$ cat src/rtl/clr_sel_ctrl.sv
// Colour-select pulse generator: synchronises and debounces four active-low keys,
// turns presses into one-hot clr_sel pulses, and optionally auto-cycles modes.
module clr_sel_ctrl #(
  parameter int unsigned DEB_CYCLES  = 500000,
  parameter int unsigned AUTO_CYCLES = 100000000,
  parameter int unsigned SYNC_STAGES = 2
) (
  input  logic       clk,
  input  logic       rst,
  input  logic [3:0] key_n,
  input  logic       auto_en,
  input  logic [1:0] ctrl_in,
  output logic [3:0] clr_sel,
  output logic [7:0] press_cnt
);

  localparam int unsigned DW = $clog2(DEB_CYCLES);
  localparam int unsigned AW = $clog2(AUTO_CYCLES);

  logic [SYNC_STAGES-1:0][3:0] sync_q, sync_d;
  logic [3:0][DW-1:0]          cnt_q, cnt_d;
  logic [3:0]                  stable_q, stable_d;
  logic [3:0]                  stable_prev_q;
  logic [3:0]                  evt_q, evt_d;
  logic [AW-1:0]               tmr_q, tmr_d;
  logic [3:0]                  clr_sel_q, clr_sel_d;
  logic [7:0]                  press_cnt_q, press_cnt_d;
  logic [3:0]                  synced;
  logic                        key_any;
  logic                        expire;

  assign synced  = sync_q[SYNC_STAGES-1];
  assign key_any = |evt_q;
  assign expire  = (tmr_q == AW'(AUTO_CYCLES - 1));

  always_comb begin
    sync_d = {sync_q[SYNC_STAGES-2:0], key_n};
  end

  // A level change is accepted only after DEB_CYCLES consecutive disagreeing cycles.
  always_comb begin
    cnt_d    = '0;
    stable_d = stable_q;
    for (int unsigned i = 0; i < 4; i++) begin
      if (synced[i] != stable_q[i]) begin
        if (cnt_q[i] == DW'(DEB_CYCLES - 1)) begin
          stable_d[i] = synced[i];
        end else begin
          cnt_d[i] = cnt_q[i] + DW'(1);
        end
      end
    end
  end

  always_comb begin
    evt_d = stable_prev_q & ~stable_q;
  end

  // Key events outrank a coincident timer expiry; the auto pulse is then dropped.
  always_comb begin
    clr_sel_d   = '0;
    press_cnt_d = press_cnt_q;
    tmr_d       = tmr_q + AW'(1);
    if (key_any || expire || !auto_en) begin
      tmr_d = '0;
    end
    if (key_any) begin
      press_cnt_d = press_cnt_q + 8'd1;
      if (evt_q[3])      clr_sel_d = 4'b1000;
      else if (evt_q[2]) clr_sel_d = 4'b0100;
      else if (evt_q[1]) clr_sel_d = 4'b0010;
      else               clr_sel_d = 4'b0001;
    end else if (expire) begin
      case (ctrl_in)
        2'b01:   clr_sel_d = 4'b0100;
        2'b00:   clr_sel_d = 4'b0010;
        2'b10:   clr_sel_d = 4'b0001;
        default: clr_sel_d = 4'b1000;
      endcase
    end
  end

  always_ff @(posedge clk) begin
    if (rst) begin
      sync_q        <= '1;
      cnt_q         <= '0;
      stable_q      <= '1;
      stable_prev_q <= '1;
      evt_q         <= '0;
      tmr_q         <= '0;
      clr_sel_q     <= '0;
      press_cnt_q   <= '0;
    end else begin
      sync_q        <= sync_d;
      cnt_q         <= cnt_d;
      stable_q      <= stable_d;
      stable_prev_q <= stable_q;
      evt_q         <= evt_d;
      tmr_q         <= tmr_d;
      clr_sel_q     <= clr_sel_d;
      press_cnt_q   <= press_cnt_d;
    end
  end

  assign clr_sel   = clr_sel_q;
  assign press_cnt = press_cnt_q;

endmodule

$ cat config.mk
export PLATFORM = sky130hd
export DESIGN_NAME = clr_sel_ctrl
export DESIGN_NICKNAME = d
export VERILOG_FILES = /design/src/rtl/clr_sel_ctrl.sv
export SDC_FILE = /design/constraint.sdc
export NUM_CORES = 1
export LEC_CHECK = 0
export ABC_AREA = 1
export ABC_CLOCK_PERIOD_IN_PS = 1700
export CAP_MARGIN = 20
export CORE_UTILIZATION = 50
export DETAILED_ROUTE_END_ITERATION = 10
export GPL_TIMING_DRIVEN = 0
export MAX_ROUTING_LAYER = met4
export PLACE_DENSITY = 0.71
export SYNTH_ARGS = -nofsm -noshare
export SYNTH_HDL_FRONTEND = slang
export SYNTH_SLANG_ARGS = --single-unit
$ cat constraint.sdc
create_clock -name clk -period 1.7 [get_ports clk]
set_input_delay 0.425 -clock clk [delete_from_list [all_inputs] [get_ports clk]]
set_output_delay 0.425 -clock clk [all_outputs]
set_load 0.02 [all_outputs]
After elaboration in Yosys (flattened, before gate mapping) --
Index checks and enable logic that the tools add are counted.
Cells by class: multiplexer cells 6, bitwise logic cells 6, $add $sub $neg 6, equal/unequal tests 11, reductions and logical operators 14
Operator list (number):
- 19-bit by 1-bit adder with 19-bit output, second input constant | 4
- 19-bit equality test, second input constant | 4
- 27-bit by 1-bit adder with 27-bit output, second input constant | 1
- 27-bit equality test, second input constant | 1
- 4-bit 2-to-1 mux | 3
- 4-bit one-hot mux with 3 select lines | 1
- 3-bit OR reduction | 4
- 8-bit by 1-bit adder with 8-bit output, second input constant | 1
- 2-bit AND reduction | 4
- 4-bit bitwise AND | 1
- 1-bit != test | 4
- 1-bit inverter | 4
- 4-bit inverter | 1
- 4-bit OR reduction | 1
- 3-bit 2-to-1 mux | 1
- 2-bit by 1-bit equality test with 1-bit output, second input constant | 1
- 2-bit equality test, second input constant | 1
- 2-bit logical NOT | 1
- 1-bit logical OR | 2
- 2-bit 2-to-1 mux | 1
- 2-bit OR reduction | 1
- 1-bit logical NOT | 1
Word-level totals: input port bits 9, register bits after elaboration 135, output and inout port bits 12

Depth between registers and ports, before layout --
Gate-level depths: netlist (run 1).
depth after elaboration 4, depth in mapped cells 11, depth with buffers taken out 10

Least setup slack after synthesis (run 1) --
OpenSTA, ideal clock, no wires.
kind reg-to-reg, start point reg tmr_q[0], end point reg tmr_q[14], library setup time 0.114 ns, slack 0.261 ns, cell stages (with the launch flop) 12, path buffers 1, required time 1.586 ns, period minus slack after synthesis 1.439 ns, arrival time 1.325 ns, cell sequence dfxtp_1 ha_1 inv_1 nor2_4 nand2_4 nor2_8 nand2_4 nand2_4 buf_12 inv_6 nand2_2 nor2_1
On the way: longest elaborated chain between the ends 4, elaborated cells between the ends (all ways) 5, those cells by class 1 x add/sub; 1 x eq/ne; 3 x reduce/logical
RTL lines:
- start: declaration | RTL line 25 | logic [AW-1:0] tmr_q, tmr_d;
- start signal: assignment | RTL line 99 | tmr_q <= tmr_d;
- parallel branches: the longest is 4 deep, another holds 27-bit by 1-bit adder with 27-bit output
Several ways; the timed one is not identified. A chain may end at the register's enable or synchronous reset.

Final worst setup path (run 1) --
start point reg press_cnt_q[2] (netlist: press_cnt[2]), end point out press_cnt[2]
RTL lines:
- start: declaration | RTL line 27 | logic [7:0] press_cnt_q, press_cnt_d;
- start signal: assignment | RTL line 101 | press_cnt_q <= press_cnt_d;
- end: declaration | RTL line 14 | output logic [7:0] press_cnt
No word-level cell between the ends.

==> results of run 1 <==
[cells in the mapped netlist]
cell      number
xnor2_1       10
nand3_2        1
or2_2         20
buf_12         1
nand2_4        3
inv_6          1
inv_1        126
or2_0          1
nor3_1        27
nand2_1      219
a21oi_1       51
nand3b_1       4
and3_1         1
buf_2          5
nand3_1       66
xor2_1        23
nand4_1       21
nor2_4         4
buf_4          3
a31oi_1        1
ha_1           6
dfxtp_1      135
clkbuf_1       2
nand2_2        9
nor2_2         9
nor3_2         2
inv_2          2
nor3b_1        3
o21ai_0        9
nor2_8         1
buf_6          1
o21ai_1        2
o21bai_1       1
nor2_1       177
[sequential cells by signal (all words and copies together), names as in the netlist]
name,flops
press_cnt,8
sync_d,4
tmr_q,27
stable_prev_q,4
stable_q,4
synced,4
evt_q,4
clr_sel,4
cnt_q,76
[stage by stage]
stage	std cells	area, um^2	setup slack (ns)	hold WS, ns	setup TNS (ns)
after floorplan	947	6480	0.261	0.389	0
after global placement	1138	6890	-0.0142	0.393	-0.0786
after detailed placement	1138	6890	-0.0319	0.393	-0.0776
after CTS	1170	7480	-0.00632	0.361	-0.0101
after global routing	1170	7530	-0.0108	0.366	-0.0428
final	1170	7530	0.0920	0.356	0
[path summary, 6_finish.rpt]
check                                       endpoint  slack [ns]  cells past startpoint
worst max register to register  cnt_q[14]$_SDFF_PP0_        0.11                      7
worst max-delay path                    press_cnt[2]        0.09                      1
worst min register to register  synced[1]$_SDFF_PP1_        0.41                      1
worst min-delay path            synced[2]$_SDFF_PP1_        0.36                      2
[cells in the final DEF (no fill, tap or decap), types with 5 or more instances in the layout]
cell and instances:
a21oi_1 51, clkbuf_16 17, clkdlybuf4s50_1 7, dfxtp_1 134, dlygate4sd2_1 12, ha_1 5, inv_1 126, inv_6 6
nand2_1 218, nand2_2 8, nand2_4 5, nand3_1 66, nand4_1 21, nor2_1 173, nor2_2 11, nor2_4 6
nor3_1 26, o21ai_0 8, or2_2 20, xnor2_1 10, xor2_1 23
[routing by layer]
layer / vias to the layer above / global-route usage / wire (um) / share of wire
met4: 0 / 0.0709 / 157 / 0.012
met2: 93 / 0.324 / 5670 / 0.45
met1: 2448 / 0.275 / 6280 / 0.50
met5: - / - / 0 / 0
li1: 3040 / - / - / -
met3: 12 / 0.0565 / 508 / 0.040
[power breakdown]
part           leakage (uW)  total (uW)  internal [uW]  switching, uW
Sequential          0.00109        3190           3180           7.39
Clock              0.000292        3710           2240           1460
Combinational       0.00149         116           48.5           67.1
[cell type report]
type	instances	area (um^2)
Inverter	129	489
Clock inverter	14	164
Clock buffer	18	439
Timing Repair Buffer	19	175
Sequential cell	135	2700
Tap cell	172	215
Buffer	12	92.6
Fill cell	1242	5090
Multi-Input combinational cell	671	3250
[cell families (layout without fill, tap and decap cells)]
logic type / after synthesis / in the layout / share of synthesized area
flops: 135 / 135 / 0.417
xor+xnor: 33 / 33 / 0.0446
compound gates: 64 / 64 / 0.0500
simple gates: 568 / 568 / 0.388
buf+inv: 141 / 192 / 0.0888
fa+ha+maj: 6 / 6 / 0.0116
[what timing repair did]
action,CTS,global route
setup endpoints to repair,25,60
resized for setup,13,16
pin swaps,0,1
==> results.sh, run 1 <==
export IMPL_outcome="finished, final reports clean"
export IMPL_antenna_cells=0
export IMPL_fp_dieH_um=116
export IMPL_min_from="rst"
export IMPL_clk_pin_slew_worst_paths_ns=0.06
export IMPL_die_x_um=116
export IMPL_finalCritPeriodShare=0.946
export IMPL_hold_class="input port to flop"
export IMPL_relSlewSlack=0.682
export IMPL_grt_start_max_net_pins=17
export IMPL_finalWirelength_mm=12.6
export IMPL_gp_congestion=0.873
export IMPL_die_area_um2=13400
export IMPL_final_nets=1000
export IMPL_total_power_uw=7010
export IMPL_synth_top_area_cell="dfxtp_1"
export IMPL_vias_per_cell=4.78
export IMPL_setup_viol=0
export IMPL_drt_initial_drc_count=365
export IMPL_track_usage=0.214
export IMPL_post_route_util=0.597
export IMPL_syn_nets=962
export IMPL_hpwl_mm=9.09
export IMPL_worst_pin_slew_ns=0.473
export IMPL_grt_pass1_wl_mm=21.8
export IMPL_antenna_found_initial=0
export IMPL_firstDrtPassIters=4
export IMPL_ioPinCount=21
export IMPL_grt_pass1_vias=4899
export IMPL_critical_path_cell_chain="dlygate4sd2_1"
export IMPL_seq_area_frac_synth=0.417
export IMPL_skew_ns=0.00794
export IMPL_required_ns=1.27
export IMPL_ys_top_cells_by_area="dfxtp_1 42%, nand2_1 13%, nor2_1 10%"
export IMPL_post_route_drc_count=0
export IMPL_area_growth_pct=16.2
export IMPL_ir_drop_mv=1.10
export IMPL_cp_num_buf_inv=1
export IMPL_layout_drive_gt1_share=0.103
export IMPL_maxCapViolations=0
export IMPL_clk_path_buf_depth=2
export IMPL_vias=5593
export IMPL_cp_start_kind="flop"
export IMPL_powerDensity_nw_per_um2=930
export IMPL_worstPathArrival_ns=1.18
export IMPL_synth_top_area_frac=0.417
export IMPL_critPathKind="flop to output pin"
export IMPL_h_tree_depth=4
export IMPL_slowest_stage="dfxtp_1"
export IMPL_cts_tree="done"
export IMPL_crit_path_start="press_cnt[2]$_SDFFE_PP0P_"
export IMPL_placeableCoreArea_um2=12600
export IMPL_fmax_mhz=622
export IMPL_cpPeakStageDelay_ns=0.41
export IMPL_syn_cell_area_um2=6480
export IMPL_slew_violations=0
export IMPL_clkSinkCount=135
export IMPL_initial_utilization=0.514
export IMPL_cts_root_buf="clkbuf_16"
export IMPL_numCtsBuffers=17
export IMPL_end_kind="output pin"
export IMPL_numPortBuffers=19
export IMPL_p_leak_uw=0.00287
export IMPL_antenna_left=0
export IMPL_postCtsSetupRepairBufs=0
export IMPL_overflow=0
export IMPL_crit_family="flip-flops"
export IMPL_ys_seq_elements=135
export IMPL_wire_per_inst_um=10.8
export IMPL_netlist_instances=947
export IMPL_clk_latency_ns=0.42
export IMPL_r2r_start="cnt_q[0]$_SDFF_PP0_"
export IMPL_yosys_warnings=0
export IMPL_postCtsHoldBufs=0
export IMPL_fin_crit_ns=1.61
export IMPL_hold_viol=0
export IMPL_syn_avg_cell_area_um2=6.84
export IMPL_ys_types=34
export IMPL_cp_max_fo=5
export IMPL_num_rows=41
Note: power is estimated with default switching activity, not from simulation.
==> run 2, diff against run 1 <==
- GPL_ROUTABILITY_DRIVEN: not set -> 0
==> results of run 2 <==
No change in the layout: final DEF, timing and power equal those of run 1.
==> run 3, diff against run 2 <==
--- a/config.mk
+++ b/config.mk
@@ -16,2 +16,3 @@
 export PLACE_DENSITY = 0.71
+export RECOVER_POWER = 50
 export SYNTH_ARGS = -nofsm -noshare
--- a/constraint.sdc
+++ b/constraint.sdc
@@ -3,2 +3,2 @@
 set_output_delay 0.425 -clock clk [all_outputs]
-set_load 0.02 [all_outputs]
+set_load 0.01 [all_outputs]
==> results.sh, run 3 (synthesis results as in run 1) <==
export IMPL_outcome="finished, final reports clean"
export IMPL_required_ns=2.01
export IMPL_clk_pin_slew_worst_paths_ns=0.06
export IMPL_swShare=0.220
export IMPL_fin_crit_ns=1.57
export IMPL_finalWirelength_mm=12.6
export IMPL_die_x_um=116
export IMPL_cp_max_fo=10
export IMPL_combPwrFrac=0.016
export IMPL_power_switching_uw=1540
export IMPL_slew_violations=0
export IMPL_p_leak_uw=0.00287
export IMPL_setup_viol=0
export IMPL_clk_path_buf_depth=2
export IMPL_setup_tns_ns=0
export IMPL_cts_root_buf="clkbuf_16"
export IMPL_antenna_left=0
export IMPL_clockPowerShare=0.529
export IMPL_routed_top_layer="met4"
export IMPL_slowest_stage="dfxtp_1"
export IMPL_numCtsBuffers=17
export IMPL_critical_path_cell_chain="ha_1 > inv_1 > nor2_4 > nand2_4 > nor2_8 > nand2_4 > nand2_4 > buf_12 > inv_6 > nand2_2 > nor2_1"
export IMPL_place_area_um2=6890
export IMPL_largest_reg_flops=76
export IMPL_die_area_um2=13400
export IMPL_powerDensity_nw_per_um2=930
export IMPL_total_power_uw=7000
export IMPL_most_common_layout_cells="218 x nand2_1, 173 x nor2_1, 134 x dfxtp_1, 127 x inv_1, 66 x nand3_1"
export IMPL_vias=5606
export IMPL_drt_initial_drc_count=332
export IMPL_vias_per_cell=4.79
export IMPL_wl_met3_um=487
export IMPL_cp_num_buf_inv=3
export IMPL_grt_pass1_wl_mm=21.9
export IMPL_top_register="cnt_q"
export IMPL_power_frac_seq=0.455
export IMPL_overflow=0
export IMPL_hold_class="flop to flop"
export IMPL_numPortBuffers=19
export IMPL_antenna_found_initial=0
export IMPL_power_internal_uw=5460
export IMPL_grt_pass1_vias=4914
export IMPL_wire_per_inst_um=10.8
export IMPL_skew_ns=0.00753
export IMPL_fin_cells=1170
export IMPL_firstDrtPassIters=5
export IMPL_placeableCoreArea_um2=12600
export IMPL_wl_met1_mm=6.28
export IMPL_critPathKind="flop to flop"
export IMPL_area_growth_pct=16.2
export IMPL_fmax_mhz=635
export IMPL_dr_wl_met2_mm=5.68
export IMPL_antenna_cells=0
export IMPL_h_tree_depth=4
export IMPL_crit_family="simple AND/OR/NAND/NOR gates"
export IMPL_final_nets=1000
export IMPL_layout_drive_gt1_share=0.101
export IMPL_worst_pin_slew_ns=0.470
export IMPL_hold_viol=0
export IMPL_crit_path_frequent_cell="nand2_4"
export IMPL_rsz0062_at_grt="no"
export IMPL_worstPathArrival_ns=1.88
export IMPL_cp_start_kind="flop"
export IMPL_postCtsSetupRepairBufs=0
export IMPL_post_route_drc_count=0
export IMPL_initial_utilization=0.514
export IMPL_relSlewSlack=0.684
export IMPL_track_usage=0.214
export IMPL_maxCapViolations=0
export IMPL_final_common_cell="nand2_1"
export IMPL_cpPeakStageDelay_ns=0.35
export IMPL_cts_tree="done"
export IMPL_final_area_um2=7530
export IMPL_place_inst=1138
export IMPL_ir_drop_mv=1.10
export IMPL_post_route_util=0.597
export IMPL_finalCritPeriodShare=0.926
export IMPL_clk_latency_ns=0.42
export IMPL_ioPinCount=21
export IMPL_clkSinkCount=135
export IMPL_grt_start_max_net_pins=17
export IMPL_end_kind="flop"
export IMPL_hpwl_mm=9.09
export IMPL_num_rows=41
export IMPL_fp_dieH_um=116
==> run 3: power by group through the flow <==
| stage | registers [uW] | logic, uW | clock network [uW] |
|---|---|---|---|
| 6_report | 3190 | 113 | 3700 |
| 5_1_grt | 3190 | 127 | 3930 |
| 4_1_cts | 3180 | 115 | 3770 |
| 3_5_place_dp | 3250 | 114 | 0 |
| 3_3_place_gp | 3250 | 113 | 0 |
| 2_1_floorplan | 3250 | 73.6 | 0 |
==> run 3: final cells by class <==
type | instances | area, um^2
Buffer | 12 | 88.8
Clock buffer | 18 | 439
Clock inverter | 14 | 164
Fill cell | 1241 | 5090
Inverter | 129 | 489
Multi-Input combinational cell | 671 | 3250
Sequential cell | 135 | 2700
Tap cell | 172 | 215
Timing Repair Buffer | 19 | 175
==> run 3: layer usage <==
metal / vias up / track usage
met5: - / -
met4: 0 / 0.0709
met3: 14 / 0.0565
met2: 87 / 0.325
met1: 2466 / 0.275
li1: 3039 / -
==> run 3: final timing paths <==
check                       start                   end  slack [ns]  cells past startpoint
max reg2reg   tmr_q[1]$_SDFF_PP0_  tmr_q[21]$_SDFF_PP0_        0.13                     11
min reg2reg  sync_d[5]$_SDFF_PP1_  synced[1]$_SDFF_PP1_        0.41                      1
max           tmr_q[1]$_SDFF_PP0_  tmr_q[21]$_SDFF_PP0_        0.13                     11
min          sync_d[5]$_SDFF_PP1_  synced[1]$_SDFF_PP1_        0.41                      1
==> run 3: per-stage QoR <==
| stage | hold slack, ns | worst slack (ns) |
|---|---|---|
| detailed placement | 0.393 | -0.0319 |
| global placement | 0.393 | -0.0142 |
| floorplan | 0.389 | 0.261 |
| finish | 0.407 | 0.126 |
| CTS | 0.361 | 0.0275 |
| global route | 0.423 | 0.00142 |
==> run 3: what timing repair did <==
action | 4_1_cts | 5_1_grt
hold buffers | 0 | 0
gates resized for setup | 16 | 14
pin swaps | 0 | 1
setup endpoints to repair | 25 | 59
